**src/rtl/mem_arbiter.sv**
```systemverilog
`default_nettype none
// ============================================================================
//  Module   : mem_arbiter
//  Function : Round-robin sharing of one single-port word memory between an
//             instruction-fetch port and a load/store data port. Read
//             responses are registered; byte-enabled stores become a
//             two-cycle read-modify-write.
//  Revision : 1.0 - initial release
// ============================================================================
module mem_arbiter #(
   parameter int WORDS = 64
) (
   input  logic        clk,
   input  logic        rst_n,
   // instruction-fetch port
   input  logic        i_req,
   input  logic [31:0] i_addr,
   output logic        i_gnt,
   output logic        i_rvalid,
   output logic [31:0] i_rdata,
   output logic        i_err,
   // load/store data port
   input  logic        d_req,
   input  logic        d_we,
   input  logic [3:0]  d_be,
   input  logic [31:0] d_addr,
   input  logic [31:0] d_wdata,
   output logic        d_gnt,
   output logic        d_rvalid,
   output logic [31:0] d_rdata,
   output logic        d_err,
   // memory side
   output logic [31:0] mem_address,
   output logic [31:0] mem_write_data,
   output logic        mem_write_enable,
   input  logic [31:0] mem_read_data
);

   typedef enum logic [0:0] {
      ST_IDLE  = 1'b0,
      ST_MERGE = 1'b1
   } state_t;

   localparam logic        c_PORT_INSTR = 1'b0;
   localparam logic        c_PORT_DATA  = 1'b1;
   localparam logic [29:0] c_WORDS      = 30'(WORDS);

   state_t      r_state;
   logic        r_rr_last;     // port that won the most recent grant
   logic [29:0] r_m_idx;       // read-modify-write word index
   logic [31:0] r_m_old;       // word as read in the grant cycle
   logic [31:0] r_m_wdata;
   logic [3:0]  r_m_be;

   logic        r_i_rvalid;
   logic [31:0] r_i_rdata;
   logic        r_i_err;
   logic        r_d_rvalid;
   logic [31:0] r_d_rdata;
   logic        r_d_err;

   logic        w_idle;
   logic        w_gnt_i;
   logic        w_gnt_d;
   logic        w_i_oor;
   logic        w_d_oor;
   logic        w_d_full;
   logic        w_d_part;
   logic [31:0] w_merged;
   logic [31:0] w_mem_addr;
   logic [31:0] w_mem_wdata;
   logic        w_mem_we;
   logic        w_unused;

   // Byte offsets are ignored; lanes are selected by d_be instead.
   assign w_unused = ^{i_addr[1:0], d_addr[1:0]};

   assign w_i_oor  = (i_addr[31:2] >= c_WORDS);
   assign w_d_oor  = (d_addr[31:2] >= c_WORDS);
   assign w_d_full = d_we && (d_be == 4'b1111);
   assign w_d_part = d_we && (d_be != 4'b1111) && (d_be != 4'b0000);

   // Grants only in IDLE and outside reset; a tie goes to the port that did
   // not win last time.
   assign w_idle  = rst_n && (r_state == ST_IDLE);
   assign w_gnt_i = w_idle && i_req && (!d_req || (r_rr_last == c_PORT_DATA));
   assign w_gnt_d = w_idle && d_req && (!i_req || (r_rr_last == c_PORT_INSTR));

   // Merge the latched store lanes over the previously read word.
   always_comb begin
      w_merged = r_m_old;
      for (int b = 0; b < 4; b++) begin
         if (r_m_be[b]) begin
            w_merged[8*b +: 8] = r_m_wdata[8*b +: 8];
         end
      end
   end

   // Memory-side address/data/write-enable for the current cycle.
   always_comb begin
      w_mem_addr  = 32'h0;
      w_mem_wdata = 32'h0;
      w_mem_we    = 1'b0;
      if (rst_n && (r_state == ST_MERGE)) begin
         w_mem_addr  = {r_m_idx, 2'b00};
         w_mem_wdata = w_merged;
         w_mem_we    = 1'b1;
      end else if (w_gnt_i) begin
         w_mem_addr = {i_addr[31:2], 2'b00};
      end else if (w_gnt_d) begin
         w_mem_addr = {d_addr[31:2], 2'b00};
         if (w_d_full && !w_d_oor) begin
            w_mem_wdata = d_wdata;
            w_mem_we    = 1'b1;
         end
      end
   end

   // Control FSM, arbitration history and registered responses.
   always_ff @(posedge clk or negedge rst_n) begin
      if (!rst_n) begin
         r_state    <= ST_IDLE;
         r_rr_last  <= c_PORT_INSTR;
         r_m_idx    <= 30'h0;
         r_m_old    <= 32'h0;
         r_m_wdata  <= 32'h0;
         r_m_be     <= 4'h0;
         r_i_rvalid <= 1'b0;
         r_i_rdata  <= 32'h0;
         r_i_err    <= 1'b0;
         r_d_rvalid <= 1'b0;
         r_d_rdata  <= 32'h0;
         r_d_err    <= 1'b0;
      end else begin
         r_i_rvalid <= 1'b0;
         r_i_err    <= 1'b0;
         r_d_rvalid <= 1'b0;
         r_d_err    <= 1'b0;
         case (r_state)
            ST_IDLE: begin
               if (w_gnt_i) begin
                  r_rr_last  <= c_PORT_INSTR;
                  r_i_rvalid <= 1'b1;
                  r_i_err    <= w_i_oor;
                  r_i_rdata  <= w_i_oor ? 32'h0 : mem_read_data;
               end
               if (w_gnt_d) begin
                  r_rr_last <= c_PORT_DATA;
                  if (w_d_part && !w_d_oor) begin
                     // Old word is captured now and rewritten next cycle.
                     r_m_idx   <= d_addr[31:2];
                     r_m_old   <= mem_read_data;
                     r_m_wdata <= d_wdata;
                     r_m_be    <= d_be;
                     r_state   <= ST_MERGE;
                  end else begin
                     r_d_rvalid <= 1'b1;
                     r_d_err    <= w_d_oor;
                     r_d_rdata  <= (d_we || w_d_oor) ? 32'h0 : mem_read_data;
                  end
               end
            end
            ST_MERGE: begin
               r_d_rvalid <= 1'b1;
               r_d_rdata  <= 32'h0;
               r_state    <= ST_IDLE;
            end
            default: begin
               r_state <= ST_IDLE;
            end
         endcase
      end
   end

   assign i_gnt            = w_gnt_i;
   assign d_gnt            = w_gnt_d;
   assign i_rvalid         = r_i_rvalid;
   assign i_rdata          = r_i_rdata;
   assign i_err            = r_i_err;
   assign d_rvalid         = r_d_rvalid;
   assign d_rdata          = r_d_rdata;
   assign d_err            = r_d_err;
   assign mem_address      = w_mem_addr;
   assign mem_write_data   = w_mem_wdata;
   assign mem_write_enable = w_mem_we;

endmodule
`default_nettype wire
```
**config.mk**
```make
export PLATFORM = sky130hd
export DESIGN_NAME = mem_arbiter
export DESIGN_NICKNAME = d
export VERILOG_FILES = /design/src/rtl/mem_arbiter.sv
export SDC_FILE = /design/constraint.sdc
export NUM_CORES = 1
export LEC_CHECK = 0
export ABC_AREA = 1
export CORE_MARGIN = 2
export CORE_UTILIZATION = 46
export CTS_CLUSTER_SIZE = 28
export DETAILED_ROUTE_END_ITERATION = 8
export PLACE_DENSITY = 0.86
export SLEW_MARGIN = 0
export SYNTH_ARGS = -nofsm -noshare
export SYNTH_HDL_FRONTEND = slang
export SYNTH_SLANG_ARGS = --single-unit
export TNS_END_PERCENT = 20
```
**constraint.sdc**
```tcl
create_clock -name clk -period 2.1 [get_ports clk]
set_input_delay 0.42 -clock clk [delete_from_list [all_inputs] [get_ports clk]]
set_output_delay 0.42 -clock clk [all_outputs]
set_load 0.05 [all_outputs]
```
# ---- Word level (Yosys, flattened, before mapping)
# Index checks and enable logic that the tools add are counted.
# W data, S select, Z words.
dict set report op_classes {
  bitwise_logic 2
  n_mux 35
  reduce_logical 23
  eq_ne 4
  n_lt_le_gt_ge 2
}
# op count
set op_table {}
lappend op_table {{$mux W32} 11}
lappend op_table {{$pmux W32 S2} 1}
lappend op_table {{$ge A30 B7 Y1 const B} 2}
lappend op_table {{$mux W8} 4}
lappend op_table {{$mux W1} 17}
lappend op_table {{$logic_and A1 B1 Y1} 11}
lappend op_table {{$reduce_and A2 Y1} 3}
lappend op_table {{$eq A4 B4 Y1 const B} 1}
lappend op_table {{$ne A2 B2 Y1 const B} 2}
lappend op_table {{$ne A4 B4 Y1 const B} 1}
lappend op_table {{$pmux W1 S2} 2}
lappend op_table {{$reduce_bool A4 Y1} 1}
lappend op_table {{$logic_not A1 Y1} 3}
lappend op_table {{$logic_or A1 B1 Y1} 3}
lappend op_table {{$reduce_and A3 Y1} 1}
lappend op_table {{$not A1 Y1} 2}
lappend op_table {{$reduce_bool A2 Y1} 1}
dict set report totals {
  inputBits 137
  ff_bits 168
  out_inout_bits 135
  elab_cells 78
}

# ---- Depth between registers and ports, before layout
dict set report logic_depth {
  word_depth 7
  mapped_depth 11
  depth_no_buf 9
}

# ---- Worst setup path after synthesis
# No wires, ideal clock.
dict set report synth_path {
  kind {flip-flop to output port}
  startpoint {reg r_state}
  endpoint {out mem_write_data[22]}
  setup_slack_ns -0.640
  arrival_time_ns 2.320
  required_time_ns 1.680
  stages_incl_launch_ff 9
  cell_sequence {dfrtp_1 inv_2 nand2_1 nor2_1 nand2_2 nor2_1 nand4_1 clkbuf_1 o21ai_0}
}
dict set report synth_via {
  elab_chain_len 7
}
# item line
set synth_lines {}
lappend synth_lines {{start, declared} 48} ;# state_t r_state;
lappend synth_lines {{start signal, assigned} 122} ;# r_state <= ST_IDLE;
lappend synth_lines {{start signal, assigned} 155} ;# r_state <= ST_MERGE;
lappend synth_lines {{start signal, assigned} 166} ;# r_state <= ST_IDLE;
lappend synth_lines {{$not A1 Y1 (no source line)} -}
lappend synth_lines {{$logic_and A1 B1 Y1} 85} ;# assign w_idle = rst_n && (r_state == ST_IDLE);
lappend synth_lines {{$logic_and A1 B1 Y1 (2 in series)} 87} ;# assign w_gnt_d = w_idle && d_req && (!i_req || (r_rr_last == c_PORT_INSTR));
lappend synth_lines {{$mux W32} 110} ;# end else if (w_gnt_d) begin
lappend synth_lines {{$mux W32} 108} ;# end else if (w_gnt_i) begin
lappend synth_lines {{$mux W32 *} 104} ;# if (rst_n && (r_state == ST_MERGE)) begin
lappend synth_lines {{end, declared} 34} ;# output logic [31:0] mem_write_data,
# Mark *: on every way between the ends. The rest lies on a longest branch, timed or not.

# ---- Final worst setup path
dict set report layout_path {
  startpoint {in d_addr[17]}
  endpoint {out mem_write_data[7]}
}
dict set report layout_via {
  elab_chain_len 7
}
# item line
set layout_lines {}
lappend layout_lines {{start, declared} 26} ;# input logic [31:0] d_addr,
lappend layout_lines {{$ge A30 B7 Y1} 79} ;# assign w_d_oor = (d_addr[31:2] >= c_WORDS);
lappend layout_lines {{$logic_not A1 Y1} 112} ;# if (w_d_full && !w_d_oor) begin
lappend layout_lines {{$logic_and A1 B1 Y1} 112}
lappend layout_lines {{$mux W32} 112}
lappend layout_lines {{$mux W32} 110}
lappend layout_lines {{$mux W32} 108}
lappend layout_lines {{$mux W32} 104}
# No other way between the ends.

==> impl.org <==
** Run status
- Outcome :: finished with violations
- The final reports fail on setup timing.

** Timing
- The final max-slew violation count was 0.
- Setup repair after global routing could not meet its margin everywhere.
- The count of endpoints failing hold in the final timing report came to 0.
- At the pin with the least slew margin, the transition time is 1.01 ns.
- After layout, the minimum clock period comes to 2.55 ns.
- In this run the tightest slew margin relative to its limit is 33.0%.
- Between clock sinks in the finished design, the worst skew comes to 0.00841 ns.
- Smallest setup slack after layout :: -0.453 ns
- Setup violations remaining at the end of the flow were counted as 64.
- Derived from the worst setup path, the maximum achievable clock frequency is 392 MHz.
- After layout, the worst path uses 122% of the clock period.
- On the final layout, the worst hold slack is 0.160 ns.

** Clock tree
- H-tree Lvls :: 4
- The root buffer cell chosen for the clock tree is sky130_fd_sc_hd__clkbuf_16.
- For this design, the sink count on the clock tree is 168.
- CTS tree :: yes
- Num CTS Buffers :: 17
- In this run the deepest clock path goes through 2 buffers.
- Worst-Skew Late Latency :: 0.43 ns
- After clock tree synthesis, the clock-pin slew on the worst setup and hold paths is 0.07 ns.

** Synth
- Number of cells produced by synthesis :: 1,039
- Library cells used by synthesis :: 24
- Each instance of the synthesized netlist takes up on average 7.65 um2.
- Post-synthesis cell type with the largest combined area :: sky130_fd_sc_hd__dfrtp_1
- Part of the Yosys area used for sequential elements :: 52.9%
- Post-synthesis instance area :: 7950 um2
- The Yosys step of the flow raised 0 warnings.
- Synthesis inferred 168 register bits.
- Top cells by area in the synthesized netlist :: sky130_fd_sc_hd__dfrtp_1 (53%), sky130_fd_sc_hd__nand2_1 (21%), sky130_fd_sc_hd__o21ai_0 (6.2%)
- The top cell type by area accounts for 52.9% of the synthesized area.

** Worst setup path
- Along the worst path, the maximum fanout reaches 7.
- The worst setup path is of the input pin to output pin kind.
- STA classifies the critical path endpoint as an output pin.
- Counting cells, the worst reg-to-reg path comes to 12.
- The worst register-to-register path ends at r_m_idx[11].
- Across all register-to-register paths, the minimum setup slack is 0.25 ns.
- Reg2reg start :: r_state
- Kind of start point of the critical path :: input pin
- STA puts the critical path data arrival time at 2.13 ns.
- Required time of the critical path :: 1.68 ns

** Floorplanning
- Measured along the x axis, the die boundary spans 135 um.
- Die area :: 18,300 um2
- For this design the top-level I/O count stands at 272.
- The core region is 17,100 um2.
- Row Count :: 48
- Initial standard-cell utilization of the core :: 46.4%
- Die boundary height :: 135 um

** GRT
- Pin count of the biggest net entering global routing :: 82
- Tot GR Track Use :: 32.8%
- The via count of the first global-routing pass is 8,643.
- Antenna violations before repair :: 2
- The total overflow left after global routing is 0.
- The first global-routing pass estimated 46,300 um of wire.

** Pwr
- The analysis attributes to cell leakage a power of 0.00655 uW.
- VDD sags by at most 648 uV.
- Power Dens Cells :: 561 nW/um2

** Layout
- Once layout is complete, the cells apart from fillers number 1,590.
- The multi-input combinational cells in the finished layout cover a total of 3610 um2.
- Area overhead of the layout relative to synthesis :: 66.5%
- Across the whole layout, storage elements account for 4200 um2.
- Fraction of final layout cells with drive strength greater than 1 :: 21.1%
- Final net count :: 1,487
- Fill cells in the final layout number 1,090.
- Cells fill 77.3% of the core in the end.

** Routing
- Before antenna repair, the detailed router went through 5 iterations.
- Dividing the detail-routed wire length by the instance count gives 18.7 um.
- After detailed routing, the total wire length is 29,700 um.
- Dividing the detail-routed via count by the number of cells gives 5.40.
- For this run, design rule violations remaining after detail routing come to 0.
- Antenna viol nets, final :: 0
- Via count :: 8,584
- In this run, the number of DRC markers left after iteration 0 of detailed routing was 946.

** Run
- Number of max-capacitance violations reported :: 0

** Placement
- The congestion estimate from routability-driven global placement came to 0.951.
- Post-detail-place hpwl :: 20,400 um
- Counting tap cells, the placed design contains a total of 1,519 instances.
- Count of input and output buffers :: 265
- Post-placement worst setup slack :: -0.547 ns

** Min path
- Kind of path behind the tightest hold check :: input pin to asynchronous set/reset pin
-- metal layers --
metal / part of all wire [%] / GRT usage, % / up-vias
met1: 40 / 44.8 / 4184
met5: 0 / 0 / -
li1: - / - / 3904
met2: 49 / 51.6 / 414
met4: 3.9 / 12.5 / 0
met3: 7.5 / 6.96 / 82
-- through the flow --
step                      setup TNS, ns  area (um2)  total power [uW]
after global placement           -32.34       12200              4430
after CTS                        -19.74       13100              7410
after floorplan                   -4.12        8320              3710
after detailed placement         -42.62       12200              4440
final                            -19.10       13200              7420
after global routing             -25.73       13200              7630
-- logic make-up (layout without fill, tap and decap cells) --
kind of cell | Yosys count | after routing | synth area share, %
and+or+nand+nor | 555 | 555 | 27.8
DFF | 168 | 168 | 52.9
AOI/OAI and AO/OA | 158 | 158 | 11.0
buffers and inverters | 157 | 480 | 8.30
other | 1 | 4 | 0.0472
-- flip-flops by register name, indices dropped and copies added, names as in the netlist --
signal and count:
i_rvalid 1, i_err 1, i_rdata 32, r_rr_last 1, d_err 1, r_m_idx 30, r_state 1, r_m_old 32
r_m_be 4, d_rdata 32, d_rvalid 1, r_m_wdata 32
-- how the worst max path moves through the flow --
stage / startpoint / end / slack, ns / cells past startpoint
2_1_floorplan: rst_n / mem_write_data[0] / -0.18 / 5
3_3_place_gp: d_addr[24] / mem_write_data[12] / -0.53 / 11
3_5_place_dp: d_addr[12] / mem_write_data[23] / -0.55 / 11
4_1_cts: r_state / mem_write_data[7] / -0.45 / 11
5_1_grt: d_addr[16] / mem_write_data[7] / -0.51 / 10
6_report: d_addr[17] / mem_write_data[7] / -0.45 / 10
-- cells in the final DEF, fill, tap and decap left out, types with 2 or more instances in the layout --
master and n:
sky130_fd_sc_hd__a21oi_1 32, sky130_fd_sc_hd__nor2_2 6, sky130_fd_sc_hd__nand4_1 5, sky130_fd_sc_hd__inv_2 29, sky130_fd_sc_hd__o221ai_2 5, sky130_fd_sc_hd__conb_1 2
sky130_fd_sc_hd__buf_16 2, sky130_fd_sc_hd__clkbuf_8 3, sky130_fd_sc_hd__nor2_4 4, sky130_fd_sc_hd__o21ai_4 29, sky130_fd_sc_hd__dfrtp_1 168, sky130_fd_sc_hd__buf_12 77
sky130_fd_sc_hd__nor2_1 19, sky130_fd_sc_hd__inv_6 3, sky130_fd_sc_hd__nand2_1 436, sky130_fd_sc_hd__clkinv_4 3, sky130_fd_sc_hd__o21ai_0 64, sky130_fd_sc_hd__dlymetal6s2s_1 7
sky130_fd_sc_hd__buf_6 6, sky130_fd_sc_hd__o211ai_1 8, sky130_fd_sc_hd__nand3_1 69, sky130_fd_sc_hd__dlygate4sd2_1 9, sky130_fd_sc_hd__clkinvlp_4 6, sky130_fd_sc_hd__nand2_2 9
sky130_fd_sc_hd__nand3_2 3, sky130_fd_sc_hd__o21ai_1 4, sky130_fd_sc_hd__diode_2 2, sky130_fd_sc_hd__o221ai_4 3, sky130_fd_sc_hd__a22oi_2 5, sky130_fd_sc_hd__clkbuf_16 17
sky130_fd_sc_hd__a22oi_1 7, sky130_fd_sc_hd__inv_1 59, sky130_fd_sc_hd__buf_4 74, sky130_fd_sc_hd__clkdlybuf4s50_1 183
-- critical path, cell delays in order --
cell	delay, ns
sky130_fd_sc_hd__clkdlybuf4s50_1	0.46
sky130_fd_sc_hd__nor2_2	0.18
sky130_fd_sc_hd__nand3_2	0.11
sky130_fd_sc_hd__nor2_4	0.12
sky130_fd_sc_hd__nand4_1	0.12
sky130_fd_sc_hd__buf_6	0.19
sky130_fd_sc_hd__buf_6	0.13
sky130_fd_sc_hd__buf_6	0.11
sky130_fd_sc_hd__o21ai_4	0.13
sky130_fd_sc_hd__buf_12	0.15
-- repair_timing --
item | in CTS | in global routing
endpoints found under the hold margin | 33 | 0
setup buffers | 32 | 3
hold buffers | 1 | 0
resized for setup | 41 | 23
cloned | 1 | 0
pin swaps | 19 | 18
endpoints found under the setup margin | 64 | 155
-- cells in the mapped netlist, drive strengths merged --
library cell and count:
nor2 29, and2 1, o21ai 98, inv 89
a22oi 12, nor3 1, dfrtp 168, a21oi 32
nand3 73, clkbuf 38, o211ai 8, buf 30
nand4 5, conb 1, o221ai 8, nand2 446
-- power by group --
group / switching, uW / internal, uW
clock: 1340 / 1620
combinational: 649 / 568
sequential: 6.07 / 3240
-- layout make-up --
| cell class | instances | area share (%) |
|---|---|---|
| inverter | 89 | 2.56 |
| clock inverter | 12 | 0.709 |
| multi-input combinational | 715 | 27.3 |
| timing repair buffer | 359 | 32.0 |
| tap | 225 | 2.13 |
| antenna | 2 | 0.0378 |
| clock buffer | 20 | 3.53 |
| sequential | 168 | 31.8 |
Power figures use the tool's default switching activity.
